$ cat src/rtl/package_settings.sv
// Shared settings for the filter readout chain: data widths, the peak
// detector state type and the event record handed to the output register.
// Optional feature macro used by this slice: PEAK_WIDTH_EN.
package package_settings;

    localparam int SIZE_FILTER_DATA  = 16;
    localparam int SIZE_TEST_COUNTER = 16;
    localparam int SIZE_DELAY        = 7;

    typedef enum logic [1:0] {
        PD_IDLE,
        PD_ABOVE,
        PD_EMIT,
        PD_DEAD
    } pd_state_t;

    // The timestamp field is called ts because "time" is a reserved word.
    typedef struct packed {
        logic signed [SIZE_FILTER_DATA-1:0] amp;
        logic [SIZE_TEST_COUNTER-1:0]       ts;
        logic [SIZE_DELAY-1:0]              width;
    } pd_event_t;

    localparam logic [SIZE_DELAY-1:0]        DELAY_ONE = SIZE_DELAY'(1);
    localparam logic [SIZE_TEST_COUNTER-1:0] COUNT_ONE = SIZE_TEST_COUNTER'(1);

    // Increment that sticks at all-ones instead of wrapping.
    function automatic logic [SIZE_DELAY-1:0] sat_inc_delay(input logic [SIZE_DELAY-1:0] v);
        return (&v) ? v : v + DELAY_ONE;
    endfunction

endpackage

$ cat src/rtl/pd_out_reg.sv
// One-entry valid/ready holding register for peak events. A new event that
// arrives while an unconsumed one is still held is dropped and counted.
module pd_out_reg
    import package_settings::*;
(
    input  logic                         clk,
    input  logic                         reset_n,
    input  logic                         push_i,
    input  pd_event_t                    push_ev_i,
    input  logic                         ev_ready_i,
    output logic                         ev_valid_o,
    output pd_event_t                    ev_o,
    output logic [SIZE_TEST_COUNTER-1:0] lost_cnt_o
);

    logic                         valid_q, valid_d;
    pd_event_t                    ev_q, ev_d;
    logic [SIZE_TEST_COUNTER-1:0] lost_q, lost_d;

    // Consume on handshake; a push replaces the entry when it is free or
    // being consumed this cycle, otherwise it is lost (saturating count).
    always_comb begin
        valid_d = valid_q;
        ev_d    = ev_q;
        lost_d  = lost_q;
        if (valid_q && ev_ready_i) begin
            valid_d = 1'b0;
        end
        if (push_i) begin
            if (valid_q && !ev_ready_i) begin
                if (lost_q != '1) begin
                    lost_d = lost_q + COUNT_ONE;
                end
            end else begin
                valid_d = 1'b1;
                ev_d    = push_ev_i;
            end
        end
    end

    // State registers; reset clears the entry and the lost counter.
    always_ff @(posedge clk or negedge reset_n) begin
        if (!reset_n) begin
            valid_q <= 1'b0;
            ev_q    <= '0;
            lost_q  <= '0;
        end else begin
            valid_q <= valid_d;
            ev_q    <= ev_d;
            lost_q  <= lost_d;
        end
    end

    assign ev_valid_o = valid_q;
    assign ev_o       = ev_q;
    assign lost_cnt_o = lost_q;

endmodule

$ cat src/rtl/filter_peak_detector.sv
// Peak detector behind the shaping filter: finds pulses above a signed
// threshold, tracks peak amplitude and its timestamp, applies a dead time
// and hands one event per pulse to a valid/ready output register.
// Optional feature macro: PEAK_WIDTH_EN (pulse width counter on ev_width).
module filter_peak_detector
    import package_settings::*;
(
    input  logic                               clk,
    input  logic                               reset_n,
    input  logic                               filt_valid,
    input  logic signed [SIZE_FILTER_DATA-1:0] filt_data,
    input  logic signed [SIZE_FILTER_DATA-1:0] threshold,
    input  logic [SIZE_DELAY-1:0]              dead_time,
    output logic                               ev_valid,
    input  logic                               ev_ready,
    output logic signed [SIZE_FILTER_DATA-1:0] ev_amp,
    output logic [SIZE_TEST_COUNTER-1:0]       ev_time,
    output logic [SIZE_DELAY-1:0]              ev_width,
    output logic [SIZE_TEST_COUNTER-1:0]       lost_cnt
);

    pd_state_t                          state_q;
    logic [SIZE_TEST_COUNTER-1:0]       ts_q;
    logic signed [SIZE_FILTER_DATA-1:0] peak_q;
    logic [SIZE_TEST_COUNTER-1:0]       peak_time_q;
    logic [SIZE_DELAY-1:0]              dead_q;
    logic                               push_q;
    pd_event_t                          push_ev_q;
`ifdef PEAK_WIDTH_EN
    logic [SIZE_DELAY-1:0]              width_q;
`endif

    pd_event_t out_ev;
    logic      above;

    assign above = (filt_data > threshold);

    // Timestamp plus pulse FSM. The EMIT state registers a push strobe and
    // the event record, which the output register captures one clock later.
    always_ff @(posedge clk or negedge reset_n) begin
        if (!reset_n) begin
            state_q     <= PD_IDLE;
            ts_q        <= '0;
            peak_q      <= '0;
            peak_time_q <= '0;
            dead_q      <= '0;
            push_q      <= 1'b0;
            push_ev_q   <= '0;
`ifdef PEAK_WIDTH_EN
            width_q     <= '0;
`endif
        end else begin
            push_q <= 1'b0;
            if (filt_valid) begin
                ts_q <= ts_q + COUNT_ONE;
            end
            case (state_q)
                PD_IDLE: begin
                    if (filt_valid && above) begin
                        state_q     <= PD_ABOVE;
                        peak_q      <= filt_data;
                        peak_time_q <= ts_q;
`ifdef PEAK_WIDTH_EN
                        width_q     <= DELAY_ONE;
`endif
                    end
                end
                PD_ABOVE: begin
                    if (filt_valid) begin
                        if (above) begin
                            if (filt_data > peak_q) begin
                                peak_q      <= filt_data;
                                peak_time_q <= ts_q;
                            end
`ifdef PEAK_WIDTH_EN
                            width_q <= sat_inc_delay(width_q);
`endif
                        end else begin
                            state_q <= PD_EMIT;
                        end
                    end
                end
                PD_EMIT: begin
                    push_q          <= 1'b1;
                    push_ev_q.amp   <= peak_q;
                    push_ev_q.ts    <= peak_time_q;
`ifdef PEAK_WIDTH_EN
                    push_ev_q.width <= width_q;
`else
                    push_ev_q.width <= '0;
`endif
                    dead_q          <= dead_time;
                    state_q         <= PD_DEAD;
                end
                PD_DEAD: begin
                    if (dead_q == '0) begin
                        state_q <= PD_IDLE;
                    end else if (filt_valid) begin
                        dead_q <= dead_q - DELAY_ONE;
                        if (dead_q == DELAY_ONE) begin
                            state_q <= PD_IDLE;
                        end
                    end
                end
                default: state_q <= PD_IDLE;
            endcase
        end
    end

    pd_out_reg u_out_reg (
        .clk        (clk),
        .reset_n    (reset_n),
        .push_i     (push_q),
        .push_ev_i  (push_ev_q),
        .ev_ready_i (ev_ready),
        .ev_valid_o (ev_valid),
        .ev_o       (out_ev),
        .lost_cnt_o (lost_cnt)
    );

    // Without PEAK_WIDTH_EN the width field is constant zero.
    assign ev_amp   = out_ev.amp;
    assign ev_time  = out_ev.ts;
    assign ev_width = out_ev.width;

endmodule

$ cat config.mk
export PLATFORM = sky130hd
export DESIGN_NAME = filter_peak_detector
export DESIGN_NICKNAME = d
export VERILOG_FILES = /design/src/rtl/package_settings.sv /design/src/rtl/pd_out_reg.sv /design/src/rtl/filter_peak_detector.sv
export SDC_FILE = /design/constraint.sdc
export NUM_CORES = 1
export LEC_CHECK = 0
export ABC_AREA = 1
export CAP_MARGIN = 25
export CORE_UTILIZATION = 55
export DETAILED_ROUTE_END_ITERATION = 10
export PLACE_DENSITY = 0.85
export SYNTH_ARGS = -nofsm -noshare
export SYNTH_HDL_FRONTEND = slang
export SYNTH_HIERARCHICAL = 1
export SYNTH_SLANG_ARGS = --single-unit
$ cat constraint.sdc
create_clock -name clk -period 3.6 [get_ports clk]
set_clock_uncertainty 0.05 [all_clocks]
set_input_delay 0.54 -clock clk [delete_from_list [all_inputs] [get_ports clk]]
set_output_delay 0.54 -clock clk [all_outputs]
set_load 0.01 [all_outputs]
==> flow_metrics.tcl, run 1 <==
set metrics [dict create \
    crit_arrival_ns 3.05 \
    worstPathRequired_ns 3.91 \
    fin_cells 1037 \
    synth_edf_count 0 \
    final_common_cell "nand2_1" \
    cts_resized 0 \
    criticalPathCategory "in2reg" \
    hold_viol 0 \
    ios 99 \
    clock_path_buffers 2 \
    synth_area_sq_um 7230 \
    drtIter0Drc 306 \
    post_route_cells_drive_above_1_share_pct 14.3 \
    antenna_found_initial 0 \
    ir_worst_vdd_mv 0.422 \
    dpl.cell_count 1005 \
    die_w_um 117 \
    grt_pass1_vias 5306 \
    relSlewSlack_pct 32.9 \
    clkTransAtPathRegs_ns 0.06 \
    status "completed" \
    yosysTopAreaCellShare_pct 50.5 \
    route.detailed.drc 0 \
    holdWs_ns 0.103 \
    grt_pass1_wl_um 24900 \
    cts_made_buffers 17 \
    track_usage_pct 24.3 \
    cts_max_level 4 \
    synth-xor-area-share_pct 2.54 \
    avgSynthCellArea_sq_um 9.66 \
    cts_tree "done" \
    rows 41 \
    rsz0062_at_grt "false" \
    dp_hpwl_um 10200 \
    synth_ff_type "dfrtp_1" \
    crit_fanout 33 \
    initial_utilization_pct 56.8 \
    wl_um 14800 \
    synthDistinctLibCells 37 \
    worst_pin_slew_ns 1.00 \
    hp-class "in2async" \
    synthAdderAreaFrac_pct 7.27 \
    cts-root-buf "clkbuf_16" \
    grt_max_degree 82 \
    synth_top_area_cell "dfrtp_1" \
    die-area_sq_um 13600 \
    core_sq_um 12700 \
    nets 937 \
    synth_compound_area_share_pct 4.41 \
    period_needed_ns 2.75 \
    fin_tns_setup_ns 0 \
    clock_sinks 146 \
    port_buffers 98 \
    synthSimpleGateAreaFrac_pct 20.4 \
    drv_cap 0 \
    dr.pass1.iters 4 \
    drv_slew 0 \
    ys_seq_area_share_pct 50.5 \
    post_cts_buffers 0 \
    max_clock_freq_mhz 364 \
    clock_latency_ns 0.42 \
    power.density_nw_per_um2 761 \
    netlist_top_cells_area "dfrtp_1 (51%), nand2_1 (10%), mux2_2 (8.9%), ha_1 (7.3%), nand3_1 (3.7%)" \
    gp_congestion 0.892 \
    vias 5460 \
    start_kind "input port" \
    finalSetupViolCount 0 \
    postRouteAntennaNets 0 \
    viasPerCell 5.27 \
    ys_ff_latch 146 \
    area_growth_pct 23.2 \
    leakage_nw 4.28 \
    crit_path_end_kind "flop" \
    postSynth.asyncResetShare_pct 100 \
    power_mw 6.77 \
    final_cell_mix "nand2_1 (192), dfrtp_1 (146), clkdlybuf4s50_1 (97)" \
    ys_warn_count 6 \
    insertedDiodeCount 0 \
    fp.dieH_um 117 \
    synth_top_family_by_area "simple AND/OR/NAND/NOR gates" \
    hold_buffers 0 \
    post_drt_wl_per_cell_um 14.3 \
    synth_mux_area_share_pct 8.88 \
    syn-instance-count 748 \
    grt.overflow.total 0 \
    finalCritPeriodShare_pct 76.3 \
]
where the power goes:
part / internal [mW] / total, mW / switching, mW / leakage [nW]
Sequential: 2.24 / 2.63 / 0.391 / 1.83
Clock: 1.02 / 1.69 / 0.672 / 0.270
Combinational: 1.17 / 2.45 / 1.29 / 2.17
Total: 4.42 / 6.77 / 2.35 / 4.28
cells by family (layout without fill, tap and decap cells):
logic type | after synthesis | in the layout
buffers and inverters | 93 | 204
AOI/OAI and AO/OA | 58 | 58
other | 1 | 7
DFF | 146 | 146
and+or+nand+nor | 330 | 330
adders and majority gates | 42 | 42
muxes | 57 | 57
xor gates and xnor gates | 21 | 21
per-layer routing:
metal	part of all wire (%)	global-route usage, %
met1	43	29.6
met2	49	41.2
met3	5.5	5.60
met4	2.6	11.1
met5	0	0
flip-flops by register name, summed over array words and instances (netlist names):
signal,cells
ts_q,16
peak_q,16
push_ev_q,32
dead_q,7
u_out_reg/ev_o,39
u_out_reg/lost_cnt_o,16
u_out_reg/ev_valid_o,1
peak_time_q,16
state_q,2
push_q,1
final cells by class:
type                       count  area (sq um)
inverter                      70           268
clock buffer                  19           433
sequential                   146          3650
clock inverter                13           136
fill                         967          3820
tap                          172           215
timing repair buffer         102          1020
multi-input combinational    515          3170
synth_stat cells (7+ instances only):
library cell / instances
a21oi_1: 28
inv_1: 68
xor2_1: 12
nand4_1: 14
mux2_2: 57
o21ai_0: 17
xnor2_1: 9
nor2_2: 9
dfrtp_1: 146
nand3_1: 54
buf_6: 7
nand2_1: 193
nor2_1: 40
ha_1: 42
path summary, 6_finish.rpt:
| check | to | depth (start not counted) | slack (ns) | start |
|---|---|---|---|---|
| min in group clk | peak_time_q[5]$_DFFE_PN0P_ | 2 | 0.42 | peak_time_q[5]$_DFFE_PN0P_ |
| max in group asynchronous | push_ev_q[11]$_DFFE_PN0P_ | 2 | 2.61 | reset_n |
| max | peak_q[5]$_DFFE_PN0P_ | 11 | 0.85 | filt_data[15] |
| min reg2reg | peak_time_q[5]$_DFFE_PN0P_ | 2 | 0.42 | peak_time_q[5]$_DFFE_PN0P_ |
| max reg2reg | peak_q[5]$_DFFE_PN0P_ | 11 | 1.12 | peak_q[13]$_DFFE_PN0P_ |
| min | u_out_reg/ev_o[4]$_DFFE_PN0P_ | 1 | 0.10 | reset_n |
worst max-delay path, cell delays in order:
cell and delay (ns):
clkdlybuf4s50_1 0.51, ha_1 0.40, a21oi_1 0.17, o21ai_0 0.11
a21oi_1 0.20, nand3_1 0.16, nand4_2 0.16, clkinv_4 0.23
nand2_4 0.36, nand2_1 0.13, nand2_1 0.09
per-stage QoR:
| step | util (%) | instance area (sq um) | setup slack, ns |
|---|---|---|---|
| final | 70.0 | 8900 | 0.854 |
| after global routing | 70.0 | 8900 | 0.656 |
| after CTS | 70.0 | 8900 | 0.918 |
| after detailed placement | 65.5 | 8340 | 0.544 |
| after global placement | 65.5 | 8340 | 0.636 |
| after floorplan | - | 7250 | 1.57 |
(Power assumes the default switching activity.)
==> run 2, diff against run 1 <==
CORE_UTILIZATION = 50   (was 55)
PLACE_DENSITY = 0.82   (was 0.85)
clock period = 2.3 ns   (was 3.6 ns; I/O delays follow)
==> flow_metrics.tcl, run 2 (same netlist as run 1, synthesis figures left out) <==
set metrics [dict create \
    crit_buf_inv 1 \
    design_area_sq_um 9140 \
    clock_path_buffers 2 \
    port_buffers 98 \
    largest_register_ff_count 39 \
    reg2reg_to "peak_q[13]$_DFFE_PN0P_" \
    placed_cell_area_sq_um 8510 \
    post_cts_buffers 0 \
    dpl.cell_count 1032 \
    n_fill_cell 1096 \
    core_sq_um 14000 \
    cp_common_cell "nand2_1" \
    finalSetupViolCount 0 \
    drv_slew 0 \
    use_met1_pct 28.0 \
    worstPathCellList "clkdlybuf4s50_1 > ha_1 > a21oi_1 > o21ai_0 > a21oi_1 > nand2_1 > nand2_1 > nand3_1 > nand2_4 > nand2_4 > nand2_1 > nand2_1" \
    crit_arrival_ns 2.42 \
    ios 99 \
    rows 43 \
    crit_family "simple AND/OR/NAND/NOR gates" \
    clock_latency_ns 0.41 \
    period_needed_ns 2.16 \
    dr.pass1.iters 5 \
    grt.met3_usage_pct 5.34 \
    grt_pass1_vias 5460 \
    rsz0062_at_grt "true" \
    leakage_nw 4.39 \
    ir_worst_vdd_mv 0.580 \
    grt_pass1_wl_um 25500 \
    post_drt_wl_per_cell_um 14.4 \
    reg2regPathDepth 12 \
    dp_hpwl_um 10800 \
    multi_input_area_sq_um 3210 \
    clkTransAtPathRegs_ns 0.06 \
    finalCritPeriodShare_pct 93.9 \
    criticalPathCategory "in2reg" \
    rr_startpoint "peak_q[11]$_DFFE_PN0P_" \
    start_kind "input port" \
    cts-root-buf "clkbuf_16" \
    gp_congestion 0.893 \
    hold_viol 0 \
    viasPerCell 5.17 \
    postRouteAntennaNets 0 \
    worst_pin_slew_ns 0.544 \
    clock_sinks 146 \
    initial_utilization_pct 51.7 \
    fp.dieH_um 122 \
    post-route-util_pct 65.3 \
    swShare_pct 35.0 \
    final_cell_mix "nand2_1 (191), dfrtp_1 (146), clkdlybuf4s50_1 (97)" \
    route.detailed.drc 0 \
    post_route_cells_drive_above_1_share_pct 16.6 \
    relSlewSlack_pct 63.7 \
    insertedDiodeCount 0 \
    crit_path_end_kind "flop" \
    max_clock_freq_mhz 463 \
    area_growth_pct 26.4 \
    grt_max_degree 60 \
    die_w_um 122 \
    p_int_mw 7.08 \
    cts_tree "done" \
    cts_max_level 4 \
    final_common_cell "nand2_1" \
    pwr-share-clk_pct 24.5 \
    cts_made_buffers 17 \
    grt.overflow.total 0 \
    die-area_sq_um 14900 \
    pwr-share-seq_pct 37.7 \
    grt.busiest_layer "met2" \
    holdWs_ns 0.414 \
    drtIter0Drc 378 \
    vias 5509 \
    status "completed" \
    slowest_stage "clkdlybuf4s50_1" \
    cpPeakStageDelay_ns 0.48 \
    rrSetupSlack_ns 0.17 \
    track_usage_pct 22.0 \
    wl_um 15300 \
    hp-class "in2async" \
    worstPathRequired_ns 2.56 \
    regArea_sq_um 3650 \
    power.density_nw_per_um2 1190 \
    crit_fanout 16 \
    antenna_found_initial 0 \
    p_switching_mw 3.81 \
    combPwrFrac_pct 37.8 \
    nets 958 \
    drv_cap 0 \
    fin_cells 1066 \
    met2_usage_pct 36.8 \
]
-- run 2: cell types whose count changed in the layout (fill, tap and decap cells not counted), sizes merged --
cell,before,now
bufinv,2,1
nand2,196,197
dlygate4sd3,0,1
clkbuf,19,21
buf,5,24
clkinv,6,4
clkinvlp,4,5
-- run 2: layout make-up --
class                           count  share of cell area, %
Sequential cell                   146                   40.0
Multi-Input combinational cell    516                   35.1
Timing Repair Buffer              122                   13.2
Clock buffer                       21                   5.15
Inverter                           70                   2.93
Tap cell                          180                   2.46
Clock inverter                     11                   1.14
-- run 2: worst max-delay path by stage --
stage | from | end | slack [ns] | cells past startpoint
after floorplan | threshold[15] | peak_q[0]$_DFFE_PN0P_ | 0.47 | 13
after global placement | filt_data[15] | peak_time_q[2]$_DFFE_PN0P_ | -0.24 | 12
after detailed placement | filt_data[15] | peak_time_q[10]$_DFFE_PN0P_ | -0.32 | 11
after CTS | peak_q[13]$_DFFE_PN0P_ | peak_time_q[15]$_DFFE_PN0P_ | 0.07 | 11
after global routing | filt_data[11] | peak_q[3]$_DFFE_PN0P_ | 0.002 | 12
final | filt_data[11] | peak_q[13]$_DFFE_PN0P_ | 0.14 | 12
-- run 2: power by group through the flow --
stage	clock [mW]	combinational, mW	sequential, mW
2_1_floorplan	0	2.42	4.14
3_3_place_gp	0	3.86	4.10
3_5_place_dp	0	3.99	4.13
4_1_cts	2.71	4.04	4.11
5_1_grt	2.83	4.57	4.23
6_report	2.67	4.12	4.10
-- run 2: repair_timing --
item,CTS,global route
hold buffers,1,0
hold endpoints to repair,54,0
resized for setup,0,6
setup endpoints to repair,0,32
-- run 2: worst reg2reg max path, cell delays in order (launching register included) --
cell and delay, ns:
dfrtp_1 0.38, inv_1 0.10, ha_1 0.25, a21oi_1 0.15, o21ai_0 0.12, a21oi_1 0.23, nand2_1 0.08, nand2_1 0.06
nand3_1 0.11, nand2_4 0.16, nand2_4 0.17, nand2_1 0.11, nand2_1 0.05
-- run 2: routing by layer --
metal | vias to the layer above | share of wire (%)
met3 | 23 | 4.0
met2 | 128 | 49
met4 | 0 | 1.5
met1 | 2670 | 45
met5 | - | 0
li1 | 2688 | -
-- run 2: through the flow --
step           total power [mW]  TNS, ns  setup WS [ns]
6_report                   10.9        0          0.140
5_1_grt                    11.6        0        0.00247
2_1_floorplan              6.56        0          0.468
3_3_place_gp               7.96    -7.33         -0.237
4_1_cts                    10.9        0         0.0712
3_5_place_dp               8.13    -9.82         -0.322
==> run 3, diff against run 2 <==
CTS_CLUSTER_SIZE = 16   (was default)
==> results of run 3 <==
The final DEF is identical to that of run 2; final timing and power are the same.
